[src/rtl/escalonador_pkg.sv]
// rtl/escalonador_pkg.sv - shared FSM encoding, default sizes and round-robin search
package escalonador_pkg;

  typedef enum logic [1:0] {
    OCIOSO = 2'd0,
    LIGADO = 2'd1,
    PAUSA  = 2'd2
  } estado_t;

  localparam int N_CANAIS_DEF = 4;
  localparam int LARG_DEF     = 5;
  localparam int N_MAX        = 8;
  localparam int PTR_W        = 3;

  // Returns {found, index} of the first set bit strictly after ptr, wrapping at n.
  // Iterating from the far end lets the nearest candidate overwrite the others.
  function automatic logic [PTR_W:0] rr_busca(input logic [N_MAX-1:0] pend,
                                              input logic [PTR_W-1:0] ptr,
                                              input int               n);
    logic [PTR_W:0]   r;
    logic [PTR_W-1:0] idx;
    r = '0;
    for (int k = N_MAX; k >= 1; k--) begin
      if (k <= n) begin
        idx = PTR_W'((int'(ptr) + k) % n);
        if (pend[idx]) r = {1'b1, idx};
      end
    end
    return r;
  endfunction

endpackage

[src/rtl/gerador_tick.sv]
// rtl/gerador_tick.sv - tick prescaler, one-clk pulse every TICK_DIV cycles while enabled
module gerador_tick #(
  parameter int TICK_DIV = 1000
) (
  input  logic clk,
  input  logic rst_n,
  input  logic habilita,
  output logic tick
);

  localparam int DW = (TICK_DIV > 1) ? $clog2(TICK_DIV) : 1;

  logic [DW-1:0] r_div;
  logic          r_tick;

  // Count while enabled; the pulse is registered on the wrap so it is glitch-free
  always_ff @(posedge clk or negedge rst_n) begin
    if (!rst_n) begin
      r_div  <= '0;
      r_tick <= 1'b0;
    end else if (!habilita) begin
      r_div  <= '0;
      r_tick <= 1'b0;
    end else if (r_div == DW'(TICK_DIV - 1)) begin
      r_div  <= '0;
      r_tick <= 1'b1;
    end else begin
      r_div  <= r_div + 1'b1;
      r_tick <= 1'b0;
    end
  end

  assign tick = r_tick;

endmodule

[src/rtl/escalonador_timer.sv]
// rtl/escalonador_timer.sv - round-robin shared-slot timer scheduler; optional GUARD_TIME_EN dead-time
module escalonador_timer
  import escalonador_pkg::*;
#(
  parameter int N_CANAIS = N_CANAIS_DEF,
  parameter int LARG     = LARG_DEF,
  parameter int TICK_DIV = 1000
) (
  input  logic                       clk,
  input  logic                       rst_n,
  input  logic                       habilita,
  input  logic [N_CANAIS*LARG-1:0]   intervalo,
  input  logic [N_CANAIS*LARG-1:0]   tempo_ligado,
  output logic [N_CANAIS-1:0]        saida,
  output logic                       ocupado,
  output logic [N_CANAIS-1:0]        pendentes,
  output logic [N_CANAIS-1:0]        estouro
);

  logic                w_tick;
  logic [LARG-1:0]     w_iv [N_CANAIS];
  logic [LARG-1:0]     r_cnt [N_CANAIS];
  logic [N_CANAIS-1:0] r_pend;
  logic [N_CANAIS-1:0] r_estouro;
  logic [N_CANAIS-1:0] r_saida;
  estado_t             r_estado;
  logic [PTR_W-1:0]    r_ptr;
  logic [LARG-1:0]     r_on_cnt;
  logic [N_MAX-1:0]    w_pend_ext;
  logic [PTR_W:0]      w_busca;
  logic [PTR_W-1:0]    w_sel;
  logic                w_grant;
  logic [LARG-1:0]     w_tl_sel;
  logic [LARG-1:0]     w_tl_canal;
  logic [LARG:0]       w_on_prox;

  gerador_tick #(.TICK_DIV(TICK_DIV)) u_tick (
    .clk      (clk),
    .rst_n    (rst_n),
    .habilita (habilita),
    .tick     (w_tick)
  );

  // Unpack per-channel interval fields
  always_comb begin
    for (int i = 0; i < N_CANAIS; i++) w_iv[i] = intervalo[i*LARG +: LARG];
  end

  assign w_pend_ext = N_MAX'(r_pend);
  assign w_busca    = rr_busca(w_pend_ext, r_ptr, N_CANAIS);
  assign w_sel      = w_busca[PTR_W-1:0];
  assign w_grant    = habilita && (r_estado == OCIOSO) && w_busca[PTR_W];
  assign w_tl_sel   = tempo_ligado[int'(w_sel)*LARG +: LARG];
  // While active, the pointer names the channel that owns the slot
  assign w_tl_canal = tempo_ligado[int'(r_ptr)*LARG +: LARG];
  assign w_on_prox  = {1'b0, r_on_cnt} + 1'b1;

  // Interval counters raise requests, a grant consumes one, overruns stick
  always_ff @(posedge clk or negedge rst_n) begin
    if (!rst_n) begin
      for (int i = 0; i < N_CANAIS; i++) r_cnt[i] <= '0;
      r_pend    <= '0;
      r_estouro <= '0;
    end else if (!habilita) begin
      for (int i = 0; i < N_CANAIS; i++) r_cnt[i] <= '0;
      r_pend <= '0;
    end else begin
      for (int i = 0; i < N_CANAIS; i++) begin
        if (w_grant && (int'(w_sel) == i)) r_pend[i] <= 1'b0;
        if (w_iv[i] == '0) begin
          r_cnt[i] <= '0;
        end else if (w_tick) begin
          if (r_cnt[i] == w_iv[i] - LARG'(1)) begin
            r_cnt[i]  <= '0;
            r_pend[i] <= 1'b1;
            if (r_pend[i] || r_saida[i]) r_estouro[i] <= 1'b1;
          end else begin
            r_cnt[i] <= r_cnt[i] + LARG'(1);
          end
        end
      end
    end
  end

  // Scheduler: grant from idle, time the on-period, optional dead-time pause
  always_ff @(posedge clk or negedge rst_n) begin
    if (!rst_n) begin
      r_estado <= OCIOSO;
      r_ptr    <= PTR_W'(N_CANAIS - 1);
      r_on_cnt <= '0;
      r_saida  <= '0;
    end else if (!habilita) begin
      r_estado <= OCIOSO;
      r_on_cnt <= '0;
      r_saida  <= '0;
    end else begin
      case (r_estado)
        OCIOSO: begin
          if (w_grant) begin
            r_ptr    <= w_sel;
            r_on_cnt <= '0;
            // A zero on-time consumes the request without touching the load
            if (w_tl_sel != '0) begin
              r_estado <= LIGADO;
              r_saida  <= N_CANAIS'(1) << w_sel;
            end
          end
        end
        LIGADO: begin
          if (w_tick) begin
            // >= so a shortened on-time ends the activation on the next tick
            if (w_on_prox >= {1'b0, w_tl_canal}) begin
              r_saida  <= '0;
              r_on_cnt <= '0;
`ifdef GUARD_TIME_EN
              r_estado <= PAUSA;
`else
              r_estado <= OCIOSO;
`endif
            end else begin
              r_on_cnt <= w_on_prox[LARG-1:0];
            end
          end
        end
`ifdef GUARD_TIME_EN
        PAUSA: begin
          if (w_tick) r_estado <= OCIOSO;
        end
`endif
        default: r_estado <= OCIOSO;
      endcase
    end
  end

  assign saida     = r_saida;
  assign ocupado   = (r_estado != OCIOSO);
  assign pendentes = r_pend;
  assign estouro   = r_estouro;

endmodule

[config.mk]
export PLATFORM = sky130hd
export DESIGN_NAME = escalonador_timer
export DESIGN_NICKNAME = d
export VERILOG_FILES = /design/src/rtl/escalonador_pkg.sv /design/src/rtl/gerador_tick.sv /design/src/rtl/escalonador_timer.sv
export SDC_FILE = /design/constraint.sdc
export NUM_CORES = 1
export LEC_CHECK = 0
export CAP_MARGIN = 25
export CORE_ASPECT_RATIO = 1.2
export CORE_UTILIZATION = 35
export CTS_CLUSTER_SIZE = 25
export DETAILED_ROUTE_END_ITERATION = 10
export PLACE_DENSITY_LB_ADDON = 0.25
export REMOVE_ABC_BUFFERS = 1
export SYNTH_ARGS = -nofsm -noshare
export SYNTH_HDL_FRONTEND = slang
export SYNTH_SLANG_ARGS = --single-unit
[constraint.sdc]
create_clock -name clk -period 4.2 [get_ports clk]
set_clock_uncertainty 0.2 [all_clocks]
set_input_delay 1.05 -clock clk [delete_from_list [all_inputs] [get_ports clk]]
set_output_delay 1.05 -clock clk [all_outputs]
set_load 0.03 [all_outputs]
==> impl_results.md, run 1 <==
* Run status: completed
* Final Cell Area at 4400 um^2
* H-tree Lvls at 2
* Gp weighted congestion at 0.800
* Num rows at 40
* Final WL at between 8 and 9 mm
* CP Capture Type: flip-flop
* Largest net degree at the start of global routing at 33
* Setup tns final at 0 ps
* WL met1 at 3.75 mm
* Arrival @ worst endpoint at 3510 ps
* Placeable Area at around 10,000 um^2
* Overflow after GRT at 0
* Final #Nets at 516
* FF+latch count, synth at slightly above 50
* Fin Hold WS at 259 ps
* Clk_lat worst skew at 290 ps
* RSZ-0062 raised after global routing: false
* Hold crit path type: reg -> reg
* Max_slew headroom at 0.385
* Final setup violation count at 0
* Placed cell area at 4250 um^2
* Root Driver: clkbuf_16
* Vias in the first global route at 3,074
* Non-Filler Instances at a little under 600
* Ys flop type: dfrtp_1
* Leading area contributor after synthesis: dfrtp_1
* Drt via density at 5.41
* 1st-pass router iterations at 4
* CP required at 4180 ps
* Gr usage total at 0.163
* # hold bufs at CTS at 0
* Util after Layout at 0.440
* Met2 wire len at 4.11 mm
* CTS Buffer Depth at 2
* Die Ht at about 110 um
* Total CTS buffers at 5
* Post-synth EDFFs at 0
* Die area at 10,700 um^2
* Top Metal Used: met4
* LEAKAGE at around 1.8 nW
* Initial drt markers at 115
* Mapped Area at 3590 um^2
* Starting Density at 0.359
* Ys async rst share at 1.00
* Crit path max fanout at 7
* Min Tclk post-route at 3540 ps
* Detailed-route DRC error count at 0
* Final HPWL DP at 6.10 mm
* Cells after Synth at 404
* Buffers inserted by post-CTS timing repair at 0
* Final Hold Viols at 0
* Layout cells sized above 1 at 0.0639
* Max Slew Vio Count at 0
* Max cap viols at 0
* Area Overhead vs Synth at 22.5%
* Initial antenna violation count at 0
* Yosys warnings at 0
* Clk slew on worst S/H paths at 70 ps
* Period utilization at 0.842
* Most instantiated cells after synthesis: dfrtp_1, nand2_1, nand3_1
* Syn avg cell area at 8.89 um^2
* F_max at about 280 MHz
* Startpoint Class: primary input
* CTS tree: built
* Synth cell types at 50
* Wire per inst at 14.1 um
* Vias at 3,138
* Port bufs at 55
* VDD IR-drop max at ~140 uV
* Critical path type: in -> reg
* N_diodes at 0
* Synth top area share at 0.341
* Final ANT Viol Nets at 0
* I/O pins at 56
* Cts repair resizes at 0
* Tightest Pin Transition at roughly 920 ps
* Metal3 WL at between 200 and 250 um
* Most common cell in the netlist: dfrtp_1
* Placed cell count at 573
* Top cells by area, synth: dfrtp_1, ha_1, nand3_1, xnor2_1, nand2_1
* Die W at 94.5 um
* Clk sink count at 51
* Share of synthesized area occupied by flip-flops and latches at 0.356
* Pwr Density at 252 nW/um^2
* First-pass GRT wire length at about 14 mm
==> critical path: stages <==
cell and delay (ps):
clkdlybuf4s50_1 420, mux4_2 480, ha_1 280, nand2b_1 90
a211oi_1 70, o211ai_1 390, nor2b_1 220, o41a_4 220
mux2_4 300
==> flip-flops by register name (all words and copies together) (netlist names) <==
signal	count
r_cnt	20
u_tick.r_div	10
r_on_cnt	5
estouro	4
pendentes	4
saida	4
r_ptr	2
r_estado	1
u_tick.tick	1
==> cells by family (layout without fill, tap and decap cells) <==
kind of cell,Yosys count,count (layout),share of synthesized area
AOI/OAI and AO/OA,74,74,0.139
xor gates and xnor gates,35,35,0.0853
adders and majority gates,19,19,0.0662
buffers and inverters,40,90,0.0477
DFF,51,51,0.356
muxes,13,13,0.0595
and+or+nand+nor,172,172,0.247
==> final timing paths <==
| path | start | to | slack [ps] | cells after the start |
|---|---|---|---|---|
| worst max-delay path | tempo_ligado[15] | saida[3] | 660 | 9 |
| worst min-delay path | u_tick.r_div[0] | u_tick.r_div[0] | 260 | 1 |
| worst max register to register | r_ptr[0] | saida[3] | 1020 | 8 |
| worst min register to register | u_tick.r_div[0] | u_tick.r_div[0] | 260 | 1 |
| max in group asynchronous | rst_n | r_cnt[18] | 2430 | 2 |
| min in group asynchronous | rst_n | u_tick.r_div[0] | 620 | 1 |
==> per-stage QoR <==
stage / power (mW) / worst slack, ps
final: 1.11 / 663
after global routing: 1.16 / 517
after CTS: 1.13 / 640
after detailed placement: 0.710 / 335
after global placement: 0.705 / 390
after floorplan: 0.617 / 965
==> cell type report <==
cell class | instances | area (um^2)
well taps | 126 | 158
flip-flops and latches | 51 | 1280
clock buffers | 6 | 139
inverters | 22 | 82.6
repair buffers | 61 | 591
multi-input cells | 313 | 2140
clock inverters | 1 | 8.76
fillers | 999 | 5610
==> cells in the final DEF (no fill, tap or decap), drive strengths merged, types with 2 or more instances in the layout <==
cell type / synthesis / layout
a211o: 4 / 4
a211oi: 3 / 3
a21oi: 15 / 15
a31oi: 17 / 17
and2: 3 / 3
and3: 5 / 5
buf: 7 / 7
clkbuf: 11 / 6
clkdlybuf4s50: 0 / 54
dfrtp: 49 / 49
dfstp: 2 / 2
ha: 19 / 19
inv: 22 / 23
mux2: 5 / 5
mux2i: 3 / 3
mux4: 5 / 5
nand2: 42 / 42
nand2b: 12 / 12
nand3: 34 / 34
nand3b: 12 / 12
nand4b: 5 / 5
nor2: 29 / 29
nor2b: 4 / 4
nor3: 14 / 14
nor4: 2 / 2
o211ai: 3 / 3
o21ai: 13 / 13
o21bai: 4 / 4
o22ai: 3 / 3
o41ai: 4 / 4
or3: 4 / 4
or4: 4 / 4
xnor2: 19 / 19
xor2: 16 / 16
==> report_power, final <==
group	switching, mW	total (mW)	internal, mW
logic	0.0853	0.180	0.0945
registers	0.0165	0.519	0.502
clock network	0.175	0.411	0.236
==> layer usage <==
layer | vias up | track usage
li1 | 1547 | -
met1 | 1530 | 0.208
met2 | 54 | 0.287
met3 | 7 | 0.0208
met4 | 0 | 0.0424
met5 | - | 0
No activity file was read; power rests on OpenSTA's default activity.
==> run 2, diff against run 1 <==
==> constraint.sdc (replaced) <==
create_clock -name clk -period 3.2 [get_ports clk]
set_clock_uncertainty 0.2 [all_clocks]
set_input_delay 0.8 -clock clk [delete_from_list [all_inputs] [get_ports clk]]
set_output_delay 0.8 -clock clk [all_outputs]
set_load 0.03 [all_outputs]
==> run 2 against run 1 <==
  * Combinational power rose by 44%
  * Die area stayed put
  * Sequential share of layout area shrank 1.1 points
  * Sequential cell count unchanged
  * Routed wire length increased by 3.6%
  * Total power rose by 42%
  * Global-route usage rose by 0.28 points
  * Non-clock buffer count grew 16
  * Highest routed layer unchanged
==> impl_results.md, run 2 (synthesized netlist as in run 1, its figures left out) <==
* Run status: completed
* 1st-pass router iterations at 4 (unchanged)
* Root Driver: clkbuf_16
* Initial antenna violation count at 0 (unchanged)
* Area Overhead vs Synth at 27.5%
* CTS Buffer Depth at 2 (unchanged)
* Post-route setup slack at 117 ps (-545 ps)
* First-pass GRT wire length at 14.1 mm (+0.84%)
* Starting Density at 0.359 (unchanged)
* Die Ht at 113 um (unchanged)
* Most common cell after layout, fill and taps aside: clkdlybuf4s50_1
* Period utilization at 0.963
* Setup WS pre-CTS at -237 ps (-572 ps)
* Clk slew on worst S/H paths at 70 ps (about the same)
* Detailed-route DRC error count at 0 (unchanged)
* Clk sink count at 51 (unchanged)
* Max_slew headroom at 0.500 (+0.115)
* Commonest cells after routing, fill and taps aside: clkdlybuf4s50_1, dfrtp_1, nand2_1, nand3_1, nor2_1
* Setup tns final at 0 ps (unchanged)
* Top reg by flops: r_cnt
* Total CTS buffers at 5 (unchanged)
* Wire per inst at 14.2 um (+0.64%)
* Final #Nets at 532 (+3.1%)
* Overflow after GRT at 0 (unchanged)
* Num rows at 40 (unchanged)
* Final WL at 8.46 mm (+3.6%)
* Max Slew Vio Count at 0 (unchanged)
* Layout cells sized above 1 at 0.106 (+0.0423)
* CP required at 3170 ps (-1010 ps)
* Min Tclk post-route at roughly 3100 ps
* Placed cell area at 4370 um^2 (+2.8%)
* Tightest Pin Transition at 749 ps (-172 ps)
* Clk_lat worst skew at 290 ps (about the same)
* Util after Layout at 0.458 (+0.0180)
* Placed cell count at 589 (+2.8%)
* Max reg flops at 20 (unchanged)
* Top Registers: r_cnt x20, u_tick.r_div x10, r_on_cnt x5
* Final setup violation count at 0 (unchanged)
* Final Hold Viols at 0 (unchanged)
* Final HPWL DP at 6.45 mm (+5.7%)
* Final Cell Area at 4580 um^2 (+4.1%)
* Startpoint Class: primary input
* CP Capture Type: flip-flop
* Hold crit path type: in -> async
* Die area at 10,700 um^2 (unchanged)
* Largest net degree at the start of global routing at 27 (-18%)
* Non-Filler Instances at 597 (+2.9%)
* Arrival @ worst endpoint at 3050 ps (-460 ps)
* Gr usage total at 0.166 (+0.00277)
* CTS tree: built
* Placeable Area at 10,000 um^2 (unchanged)
* Crit path max fanout at 4 (-3)
* Max cap viols at 0 (unchanged)
* H-tree Lvls at 2 (unchanged)
* # hold bufs at CTS at 0 (unchanged)
* Pwr Density at 344 nW/um^2 (+36%)
* I/O pins at 56 (unchanged)
* F_max at about 320 MHz
* Port bufs at 55 (unchanged)
* N_diodes at 0 (unchanged)
* VDD IR-drop max at 208 uV (+53%)
* Vias in the first global route at 3,034 (-1.3%)
* Drt via density at 5.27 (-2.5%)
* LEAKAGE at 1.92 nW (+5.8%)
* Final ANT Viol Nets at 0 (unchanged)
* Vias at 3,149 (+0.35%)
* Critical path type: in -> reg
* Gp weighted congestion at 0.753 (-5.9%)
* Initial drt markers at 147 (+28%)
* Die W at 94.5 um (unchanged)
## run 2: per-stage QoR
stage | hold WS, ps | power (mW)
2_1_floorplan | 225 | 0.810
5_1_grt | 133 | 1.65
3_5_place_dp | 248 | 0.946
3_3_place_gp | 242 | 0.940
6_report | 133 | 1.57
4_1_cts | 134 | 1.59
## run 2: final timing paths
kind	startpoint	endpoint	slack, ps	depth (start not counted)
max	tempo_ligado[0]	saida[1]	120	9
min	rst_n	u_tick.r_div[0]	130	1
max reg2reg	r_ptr[0]	saida[1]	340	8
min in group clk	u_tick.r_div[0]	u_tick.r_div[0]	250	1
min reg2reg	u_tick.r_div[0]	u_tick.r_div[0]	250	1
max in group asynchronous	rst_n	r_ptr[0]	2030	2
## run 2: cell type report
type                       instances  area, um^2
clock buffer                       6         139
clock inverter                     2        38.8
fill                             991        5430
inverter                          22        82.6
multi-input combinational        313        2170
sequential                        51        1280
tap                              126         158
timing repair buffer              77         713
## run 2: layer usage
metal / wire length, um / GRT usage / share of wire
met2: 4310 / 0.292 / 0.51
met5: 0 / 0 / 0
met4: 68 / 0.0404 / 0.0080
met3: 199 / 0.0228 / 0.024
met1: 3880 / 0.212 / 0.46
## run 2: what timing repair did
item                                   4_1_cts  5_1_grt
endpoints found under the hold margin        0        0
buffers inserted                             0        0
setup endpoints to repair                    0        5
resized for setup                            0        5
## run 2: power by group
group / internal [mW] / switching, mW / total (mW)
Sequential: 0.659 / 0.0197 / 0.679
Combinational: 0.139 / 0.120 / 0.259
Clock: 0.394 / 0.243 / 0.637
## run 2: critical path, stage by stage
cell             delay [ps]
clkdlybuf4s50_1         410
mux4_2                  490
ha_4                    280
nand2b_4                110
a211oi_2                 60
o211ai_1                200
nor2b_2                 200
o41a_4                  190
mux2_4                  300
